<file path="src/rtl/board_game_ctrl_pkg.sv">
// Shared types and helpers for the N x N K-in-a-row game engine.
package game_pkg;

    localparam int MAX_CELLS = 64;

    typedef enum logic [2:0] {
        PLAYING = 3'd0,
        X_WIN   = 3'd1,
        O_WIN   = 3'd2,
        DRAW    = 3'd3,
        WAIT_AI = 3'd4
    } status_e;

    typedef enum logic [1:0] {
        S_TURN    = 2'd0,
        S_AI_WAIT = 2'd1,
        S_CHECK   = 2'd2,
        S_OVER    = 2'd3
    } fsm_e;

    function automatic int cell_idx(input int row, input int col, input int n);
        return row * n + col;
    endfunction

    // Scans downward so the last hit is the lowest free index; callers never pass a full board.
    function automatic int lowest_free(input logic [MAX_CELLS-1:0] bitmap, input int ncells);
        int idx;
        idx = 0;
        for (int i = MAX_CELLS - 1; i >= 0; i--) begin
            if (i < ncells && !bitmap[i]) begin
                idx = i;
            end
        end
        return idx;
    endfunction

endpackage

</file>
<file path="src/rtl/board_game_ctrl_win_detect.sv">
// Combinational K-in-a-row detector over one player's occupancy bitmap.
module win_detect
    import game_pkg::*;
#(
    parameter int N       = 3,
    parameter int WIN_LEN = 3
) (
    input  logic [N*N-1:0] bitmap,
    output logic           win
);

    logic [N*N-1:0] row_hit;
    logic [N*N-1:0] col_hit;
    logic [N*N-1:0] dia_hit;
    logic [N*N-1:0] ant_hit;

    // Each cell is the anchor of at most one window per direction.
    for (genvar r = 0; r < N; r++) begin : g_r
        for (genvar c = 0; c < N; c++) begin : g_c
            localparam int BASE = r * N + c;

            if (c <= N - WIN_LEN) begin : g_h
                logic [WIN_LEN-1:0] run;
                for (genvar k = 0; k < WIN_LEN; k++) begin : g_k
                    assign run[k] = bitmap[cell_idx(r, c + k, N)];
                end
                assign row_hit[BASE] = &run;
            end else begin : g_nh
                assign row_hit[BASE] = 1'b0;
            end

            if (r <= N - WIN_LEN) begin : g_v
                logic [WIN_LEN-1:0] run;
                for (genvar k = 0; k < WIN_LEN; k++) begin : g_k
                    assign run[k] = bitmap[cell_idx(r + k, c, N)];
                end
                assign col_hit[BASE] = &run;
            end else begin : g_nv
                assign col_hit[BASE] = 1'b0;
            end

            if (r <= N - WIN_LEN && c <= N - WIN_LEN) begin : g_d
                logic [WIN_LEN-1:0] run;
                for (genvar k = 0; k < WIN_LEN; k++) begin : g_k
                    assign run[k] = bitmap[cell_idx(r + k, c + k, N)];
                end
                assign dia_hit[BASE] = &run;
            end else begin : g_nd
                assign dia_hit[BASE] = 1'b0;
            end

            if (r <= N - WIN_LEN && c >= WIN_LEN - 1) begin : g_a
                logic [WIN_LEN-1:0] run;
                for (genvar k = 0; k < WIN_LEN; k++) begin : g_k
                    assign run[k] = bitmap[cell_idx(r + k, c - k, N)];
                end
                assign ant_hit[BASE] = &run;
            end else begin : g_na
                assign ant_hit[BASE] = 1'b0;
            end
        end
    end

    assign win = |{row_hit, col_hit, dia_hit, ant_hit};

endmodule

</file>
<file path="src/rtl/board_game_ctrl.sv">
// Game-state engine: captures human/AI moves, validates them, alternates turns
// and reports win/draw, advancing only on logic-enable ticks.
module board_game_ctrl
    import game_pkg::*;
#(
    parameter  int N       = 3,
    parameter  int WIN_LEN = 3,
    localparam int IDXW    = $clog2(N * N)
) (
    input  logic            clk,
    input  logic            clr,
    input  logic            tick,
    input  logic            new_game,
    input  logic            move_req,
    input  logic [IDXW-1:0] move_idx,
    input  logic            ai_en,
    input  logic            ai_valid,
    input  logic [N*N-1:0]  ai_move,
    output logic [N*N-1:0]  x_state,
    output logic [N*N-1:0]  o_state,
    output logic [2:0]      status,
    output logic            player,
    output logic            move_ack,
    output logic            move_err
);

    localparam int             NN        = N * N;
    localparam logic [NN-1:0]  CELL_ZERO = {NN{1'b0}};
    localparam logic [NN-1:0]  CELL_ONE  = {{(NN-1){1'b0}}, 1'b1};

    logic [NN-1:0]   x_q, x_d, o_q, o_d;
    status_e         status_q, status_d;
    fsm_e            fsm_q, fsm_d;
    logic            player_q, player_d;
    logic            ack_q, ack_d, err_q, err_d;
    logic            pending_q, pending_d;
    logic [IDXW-1:0] idx_q, idx_d;

    logic [NN-1:0]   occ_s, req_oh_s, ai_oh_s, mover_s;
    logic            idx_bad_s, req_ok_s, ai_ok_s, win_s, consume_s;

    assign occ_s     = x_q | o_q;
    assign req_oh_s  = CELL_ONE << idx_q;
    assign idx_bad_s = ({1'b0, idx_q} >= (IDXW + 1)'(NN));
    assign req_ok_s  = !idx_bad_s && ((req_oh_s & occ_s) == CELL_ZERO) && !(player_q && ai_en);
    assign ai_ok_s   = (ai_move != CELL_ZERO) && ((ai_move & (ai_move - CELL_ONE)) == CELL_ZERO)
                       && ((ai_move & occ_s) == CELL_ZERO);
    assign ai_oh_s   = ai_ok_s ? ai_move : (CELL_ONE << lowest_free(MAX_CELLS'(occ_s), NN));
    assign mover_s   = player_q ? o_q : x_q;
    // A request landing during CHECK waits for the following TURN/AI_WAIT tick.
    assign consume_s = pending_q && (fsm_q != S_CHECK);

    win_detect #(.N(N), .WIN_LEN(WIN_LEN)) u_win (
        .bitmap (mover_s),
        .win    (win_s)
    );

    // Request capture: a fresh move_req outranks consumption of the previous one.
    always_comb begin
        if (move_req && !(tick && new_game)) begin
            pending_d = 1'b1;
            idx_d     = move_idx;
        end else if (tick && (new_game || consume_s)) begin
            pending_d = 1'b0;
            idx_d     = idx_q;
        end else begin
            pending_d = pending_q;
            idx_d     = idx_q;
        end
    end

    // Game FSM next-state and board update.
    always_comb begin
        x_d      = x_q;
        o_d      = o_q;
        status_d = status_q;
        player_d = player_q;
        fsm_d    = fsm_q;
        ack_d    = 1'b0;
        err_d    = 1'b0;
        if (tick && new_game) begin
            x_d      = CELL_ZERO;
            o_d      = CELL_ZERO;
            status_d = PLAYING;
            player_d = 1'b0;
            fsm_d    = S_TURN;
        end else if (tick) begin
            case (fsm_q)
                S_TURN: begin
                    if (pending_q && req_ok_s) begin
                        if (player_q) begin
                            o_d = o_q | req_oh_s;
                        end else begin
                            x_d = x_q | req_oh_s;
                        end
                        ack_d = 1'b1;
                        fsm_d = S_CHECK;
                    end else begin
                        err_d = pending_q;
                    end
                end
                S_AI_WAIT: begin
                    err_d = pending_q;
                    if (ai_valid) begin
                        o_d   = o_q | ai_oh_s;
                        ack_d = 1'b1;
                        fsm_d = S_CHECK;
                    end else begin
                        fsm_d = S_AI_WAIT;
                    end
                end
                S_CHECK: begin
                    if (win_s) begin
                        status_d = player_q ? O_WIN : X_WIN;
                        fsm_d    = S_OVER;
                    end else if (&occ_s) begin
                        status_d = DRAW;
                        fsm_d    = S_OVER;
                    end else begin
                        player_d = ~player_q;
                        if (!player_q && ai_en) begin
                            status_d = WAIT_AI;
                            fsm_d    = S_AI_WAIT;
                        end else begin
                            status_d = PLAYING;
                            fsm_d    = S_TURN;
                        end
                    end
                end
                S_OVER: begin
                    err_d = pending_q;
                end
                default: begin
                    fsm_d = S_TURN;
                end
            endcase
        end else begin
            fsm_d = fsm_q;
        end
    end

    // State and output registers.
    always_ff @(posedge clk or posedge clr) begin
        if (clr) begin
            x_q       <= CELL_ZERO;
            o_q       <= CELL_ZERO;
            status_q  <= PLAYING;
            fsm_q     <= S_TURN;
            player_q  <= 1'b0;
            ack_q     <= 1'b0;
            err_q     <= 1'b0;
            pending_q <= 1'b0;
            idx_q     <= {IDXW{1'b0}};
        end else begin
            x_q       <= x_d;
            o_q       <= o_d;
            status_q  <= status_d;
            fsm_q     <= fsm_d;
            player_q  <= player_d;
            ack_q     <= ack_d;
            err_q     <= err_d;
            pending_q <= pending_d;
            idx_q     <= idx_d;
        end
    end

    assign x_state  = x_q;
    assign o_state  = o_q;
    assign status   = status_q;
    assign player   = player_q;
    assign move_ack = ack_q;
    assign move_err = err_q;

endmodule

</file>
<file path="config.mk">
export PLATFORM = sky130hd
export DESIGN_NAME = board_game_ctrl
export DESIGN_NICKNAME = d
export VERILOG_FILES = /design/src/rtl/board_game_ctrl_pkg.sv /design/src/rtl/board_game_ctrl_win_detect.sv /design/src/rtl/board_game_ctrl.sv
export SDC_FILE = /design/constraint.sdc
export NUM_CORES = 1
export LEC_CHECK = 0
export BUFFER_PORTS_ARGS = -buffer_cell sky130_fd_sc_hd__buf_4
export CAP_MARGIN = 20
export CORE_MARGIN = 2
export CORE_UTILIZATION = 48
export CTS_BUF_LIST = sky130_fd_sc_hd__clkbuf_2 sky130_fd_sc_hd__clkbuf_4 sky130_fd_sc_hd__clkbuf_8
export DETAILED_ROUTE_END_ITERATION = 7
export PLACE_DENSITY = 0.71
export SLEW_MARGIN = 30
export SYNTH_ARGS = -nofsm -noshare
export SYNTH_HDL_FRONTEND = slang
export SYNTH_SLANG_ARGS = --single-unit
</file>
<file path="constraint.sdc">
create_clock -name clk -period 3 [get_ports clk]
set_input_delay 0.6 -clock clk [delete_from_list [all_inputs] [get_ports clk]]
set_output_delay 0.6 -clock clk [all_outputs]
set_load 0.05 [all_outputs]
</file>
After elaboration in Yosys (flattened, before gate mapping). Cells that the tools add are included.

Add/sub/neg operators: 1. Magnitude comparators: 1. Equal/unequal tests: 10. Shift-type cells: 2. Muxes and demuxes: 53. Bitwise logic cells: 8. Reduce and logical (&&, ||, !) cells: 44.

Operator list (number): 9-bit two-way mux (12); 4-bit two-way mux (9); 9-bit OR (4); 9-bit bitwise AND (3); 9-bit zero test (3); 3-bit AND reduction (9); 3-bit two-way mux (6); 9-bit case mux with 2 select lines (1); 1-bit by 4-bit << shifter with 9-bit output (first input constant) (2); 1-bit two-way mux (15); 2-bit two-way mux (7); 1-bit logical AND (11); 2-bit nonzero test (5); 3-bit != test (second input constant) (3); 9-bit AND reduction (1); 9-bit nonzero test (1); 9-bit by 1-bit subtractor with 9-bit output (second input constant) (1); 4-bit AND reduction (2); 8-bit OR reduction (1); 2-bit != test (second input constant) (3); 2-bit case mux with 3 select lines (1); 5-bit AND reduction (1); 2-bit == test (second input constant) (2); 4-bit >= comparator (second input constant) (1); other kinds (11) (15).

Register bits after elaboration: 31. Input port bits: 20. Output and inout bits: 24. Logic and storage cells: 128.

Depth between registers and ports, before layout.
Depth in word-level cells: 17. Depth in mapped cells: 9. Depth with buffers taken out: 8.

Cells and area by module. From an unflattened synthesis, not the netlist that was laid out.

Cells, all modules: 255. Area, all modules: 2279.7 sq um.

By module, submodules not included: board_game_ctrl (instances 1, cells each 247, area an instance 2224.6 sq um, sequential area each 775.7 sq um); win_detect (instances 1, cells each 8, area an instance 55.1 sq um, sequential area each 0.0 sq um).

Least setup slack after synthesis. Ideal clock, no wire load.

Path type: register -> register. From: register x_q[2] (netlist: x_state[2]). To: register o_q[3] (netlist: o_state[3]). Setup time: 122 ps. Arrival: 2372 ps. Data required time: 2878 ps. Setup slack: 507 ps. Cell stages (with the launch flop): 8. Path buffers: 1. Cell sequence: dfrtp_1 or2_1 buf_6 a221o_1 or4_4 o21bai_2 o211ai_1 a32o_1.

Word-level cells in the longest chain between the ends: 11. Elaborated cells on any way between the ends: 21. Those cells by class: eq/ne (1); shift (1); mux (8); bitwise (4); reduce/logical (7).

RTL lines: start: declaration (RTL line board_game_ctrl.sv:31) `logic [NN-1:0] x_q, x_d, o_q, o_d;`; start signal: assignment (RTL line board_game_ctrl.sv:145) `x_q <= CELL_ZERO;`; start signal: assignment (RTL line board_game_ctrl.sv:155) `x_q <= x_d;`; 9-bit OR * (RTL line board_game_ctrl.sv:42) `assign occ_s = x_q | o_q;`; 4-bit two-way mux (3 in series) (RTL line board_game_ctrl_pkg.sv:30) `if (i < ncells && !bitmap[i]) begin`; 1-bit by 4-bit << shifter with 9-bit output (RTL line board_game_ctrl.sv:48) `assign ai_oh_s = ai_ok_s ? ai_move : (CELL_ONE << lowest_free(MAX_CELLS'(occ_s), NN));`; 9-bit two-way mux (RTL line board_game_ctrl.sv:48); 9-bit OR (RTL line board_game_ctrl.sv:105) `o_d = o_q | ai_oh_s;`; 9-bit two-way mux (RTL line board_game_ctrl.sv:104) `if (ai_valid) begin`; 9-bit case mux with 2 select lines (RTL line board_game_ctrl.sv:88) `case (fsm_q)`; 9-bit two-way mux (RTL line board_game_ctrl.sv:87) `end else if (tick) begin`; 9-bit two-way mux (RTL line board_game_ctrl.sv:81) `if (tick && new_game) begin`; end signal: assignment (RTL line board_game_ctrl.sv:146) `o_q <= CELL_ZERO;`; end signal: assignment (RTL line board_game_ctrl.sv:156) `o_q <= o_d;`; end: declaration (RTL line board_game_ctrl.sv:31).

Mark *: on every way between the ends. The rest lies on a longest branch, timed or not. The select of a mux whose other input is x is not followed. A chain may end at the register's enable or synchronous reset.

Worst setup path after layout.
From: register idx_q[0]. To: register o_q[3] (netlist: o_state[3]).

Word-level cells in the longest chain between the ends: 8. Elaborated cells on any way between the ends: 16. Those cells by class: order compare (1); eq/ne (1); shift (1); mux (5); bitwise (2); reduce/logical (6).

RTL lines: start: declaration (RTL line board_game_ctrl.sv:37) `logic [IDXW-1:0] idx_q, idx_d;`; start signal: assignment (RTL line board_game_ctrl.sv:153) `idx_q <= {IDXW{1'b0}};`; start signal: assignment (RTL line board_game_ctrl.sv:163) `idx_q <= idx_d;`; 1-bit by 4-bit << shifter with 9-bit output (RTL line board_game_ctrl.sv:43) `assign req_oh_s = CELL_ONE << idx_q;`; 9-bit bitwise AND (RTL line board_game_ctrl.sv:45) `assign req_ok_s = !idx_bad_s && ((req_oh_s & occ_s) == CELL_ZERO) && !(player_q && ai_en);`; 9-bit zero test (RTL line board_game_ctrl.sv:45); 1-bit logical AND (2 in series) (RTL line board_game_ctrl.sv:45); 1-bit logical AND (RTL line board_game_ctrl.sv:90) `if (pending_q && req_ok_s) begin`; 3-bit != test (no source line); 5-bit AND reduction (no source line).

Several ways; a longest one is shown, not always the timed one. The select of a mux whose other input is x is not followed.

==> impl.org <==
** Synth
- Post-Syn Area per Cell :: 9.13 um^2
- Combined area of all synthesized cells :: around 2300 um^2
- Summed over all instances, the cell type with the most area after synthesis is dfrtp_1.
- Yosys mapped a number of flops with a built-in enable equal to 0.
- The number of nets handed over by synthesis was roughly 270.
- After synthesis the netlist holds a flip-flop and latch count of 31.
- The most used flip-flop cell after synthesis is dfrtp_1.
- Fraction of post-synthesis cell area in the top cell type by area :: 0.344
- Count of warnings emitted by yosys :: 0
- In the synthesized netlist, the number of instances is ~250.
- Async S/R FF share, synth :: 1.00
- Part of the Yosys area used for sequential elements :: 0.344
- Top cell types by occurrence after synthesis :: dfrtp_1, nand2_1, nor2_1, a22o_1
- Top-count cell post-synth :: dfrtp_1
- By area the synthesized netlist is led by dfrtp_1, a22o_1, nand2_1.
- Yosys mapped the design onto 61 distinct sky130hd cell types.

** Global routing
- Global-route usage over all layers :: 0.262
- Global-route wire length before repair :: 10700 um
- Via count of the first global-routing pass :: between 2000 and 2500
- Remaining global-route overflow :: 0
- Entering global routing, the biggest net connects 32 pins.
- The initial antenna violation count is 0.

** Floorplanning
- The initialized floorplan defines 24 standard-cell rows.
- In this run the vertical extent of the chip is 72.6 um.
- The die covers between 5000 and 6000 um^2.
- The initial utilization of the core area, before any placement, comes to 0.508.
- Die Wd :: between 70 and 80 um
- Placeable Area :: 4440 um^2
- I/O pin count :: 44

** Setup path
- Critical path's slowest cell :: a21oi_1
- Largest fanout of any net on the critical path :: 11
- The startpoint identified for the worst register-to-register timing path is idx_q[0]$_DFFE_PP0P_.
- For flop-to-flop paths, the worst setup slack is about 0.45 ns.
- For the worst setup path, the data required time is ~3.2 ns.
- Worst reg2reg path endpoint :: o_state[3]$_DFFE_PP0P_
- Critical path startpoint category :: flip-flop
- Measured in cells, the most critical reg-to-reg path has a length of 7.
- Buffers & Inverters on Critical Path :: 1
- Worst path max stage delay :: about 0.51 ns
- Data on the critical path arrives at its endpoint at between 2 and 3 ns.
- Critical Path End Type :: flip-flop
- Broken down by cell family, the worst path's largest delay share belongs to compound AO/OA/AOI/OAI gates.
- The setup path with the least slack is of type reg2reg.
- Walking the worst path, the cells encountered are nor4b_1 > buf_4 > a22o_1 > a221oi_2 > nand3_1 > a21oi_1 > a32o_1.

** Route
- Detailed router's first-iteration violation count :: roughly 210
- Vias per inst :: 6.56
- In this run the remaining antenna-violating nets after routing total 0.
- In the routed design, unresolved DRC markers number 0.
- Number of detailed-route iterations in the first pass :: 4
- For this block, the routed nets add up to 6520 um of wire.
- The detailed router placed around 2300 vias in this run.
- Post-DR wirelength/cell :: roughly 19 um

** Clocking
- Clock latency on the worst-skew pair, taken at its later pin, is between 0.2 and 0.3 ns.
- Buffer levels on the longest clock path :: 2
- In this run, CTS created clock tree buffers numbering 5.
- The root buffer cell chosen for the clock tree is clkbuf_8.
- Hold repair after CTS inserted 0 buffers.
- CTS tree :: yes
- After clock tree synthesis, the repair step resized 0 gates.
- Depth of the CTS H-tree :: 2
- The clock drives 31 sinks.
- After clock tree synthesis, the setup repair step added 0 buffers.
- Clock-pin slew reported for the worst setup and hold paths after clock tree synthesis :: roughly 0.06 ns

** Pwr
- Total power per unit cell area :: 625 nW/um^2
- The analysis attributes to cell leakage a power of roughly 0.0012 uW.
- Maximum vdd drop :: about 0.00028 V

** STA
- On the final layout, the worst clock skew is 0.00450 ns.
- Count of pins over their slew limit :: 0
- RSZ-0062 raised after global routing :: no
- The hold violation total from the final report was 0.
- Based on the critical path, the design can be clocked at up to between 300 and 400 MHz.
- Min cycle time layout :: between 2 and 3 ns
- Relative max-transition margin :: 0.482
- Final setup violation count :: 0
- Accumulated negative setup slack :: 0 ns
- Period Utilization, post-route :: 0.850
- Worst Max-Slew Pin Slew :: approximately 0.77 ns

** Placement
- Global placement routability congestion :: 0.926
- Buffers on Ports :: 43
- Placed wire-length estimate after detailed placement :: around 4700 um

** Finish
- In the final layout, the share of cells above drive strength 1 is 0.289.
- Final cell utilization of the core :: 0.608
- # nets final :: 317
- Area growth from synthesis to final layout :: 19.7%
- The repair_antennas step left the layout with diodes totalling 0.
- The filler cells instantiated in the layout total between 300 and 400.

** Worst hold path
- The path class of the tightest hold or removal check is in2async.

** Run status
- The flow ran to the end, and the final reports show no timing, DRC or antenna violations.

** Run
- Number of violations of the max-capacitance limit :: 0
==> cells by family after synthesis <==
group,after synthesis,share of synthesized area
AND/OR/NAND/NOR,102,0.258
flip-flops,31,0.344
adder cells (fa/ha/maj),4,0.0222
AO/OA/AOI/OAI,88,0.305
buffers and inverters,18,0.0505
multiplexers,4,0.0200
==> worst min-delay path, cell delays in order <==
cell	delay [ns]
buf_4	0.10
inv_1	0.04
buf_4	0.36
==> through the flow <==
| stage | instances | cell area [um^2] | power, uW | setup slack, ns | hold WS, ns |
|---|---|---|---|---|---|
| floorplan | 247 | 2260 | 1130 | 0.507 | 0.516 |
| global placement | 338 | 2610 | 1340 | 0.387 | 0.466 |
| detailed placement | 338 | 2610 | 1350 | 0.342 | 0.468 |
| CTS | 346 | 2700 | 1680 | 0.518 | 0.415 |
| global route | 346 | 2700 | 1780 | 0.305 | 0.448 |
| finish | 346 | 2700 | 1690 | 0.450 | 0.405 |
==> layout make-up <==
cell class / instances / area (um^2) / share of cell area
well taps: 52 / 65.1 / 0.0241
flip-flops and latches: 31 / 776 / 0.287
clock inverters: 1 / 5.00 / 0.00185
multi-input cells: 198 / 1370 / 0.506
repair buffers: 51 / 383 / 0.142
inverters: 6 / 22.5 / 0.00834
clock buffers: 7 / 83.8 / 0.0310
==> flip-flops by register name (all words and copies together) (netlist names) <==
signal	flops
o_state	9
x_state	9
idx_q	4
status	3
fsm_q	2
move_ack	1
move_err	1
pending_q	1
player	1
==> per-layer routing <==
metal,track usage,share of wire
met1,0.395,0.46
met2,0.378,0.45
met3,0.0458,0.073
met4,0.0885,0.018
met5,0,0
==> cells in the final DEF, fill, tap and decap left out, drive strengths merged, types with 5 or more instances in the layout <==
master  Yosys  final
a21oi      10     10
nor2       19     19
a22o       17     17
a32o        8      8
dfrtp      31     31
inv         6      6
o21ai      10     10
buf         5     51
nor4        5      5
clkbuf      6      7
nor3        7      7
nand2      25     25
o31ai       6      6
or2        12     12
a31oi       5      5
==> power by group <==
group / switching, uW / internal [uW] / total [uW]
Combinational: 470 / 288 / 758
Clock: 154 / 181 / 335
Sequential: 114 / 481 / 595
==> worst max-delay path by stage <==
stage / from / end / slack [ns] / cells after the start
floorplan: x_state[2]$_DFFE_PP0P_ / o_state[3]$_DFFE_PP0P_ / 0.51 / 7
global placement: ai_move[1] / o_state[3]$_DFFE_PP0P_ / 0.39 / 7
detailed placement: ai_move[1] / o_state[3]$_DFFE_PP0P_ / 0.34 / 7
CTS: idx_q[0]$_DFFE_PP0P_ / o_state[3]$_DFFE_PP0P_ / 0.52 / 7
global route: idx_q[0]$_DFFE_PP0P_ / o_state[3]$_DFFE_PP0P_ / 0.31 / 7
finish: idx_q[0]$_DFFE_PP0P_ / o_state[3]$_DFFE_PP0P_ / 0.45 / 7
Power figures use the tool's default switching activity.
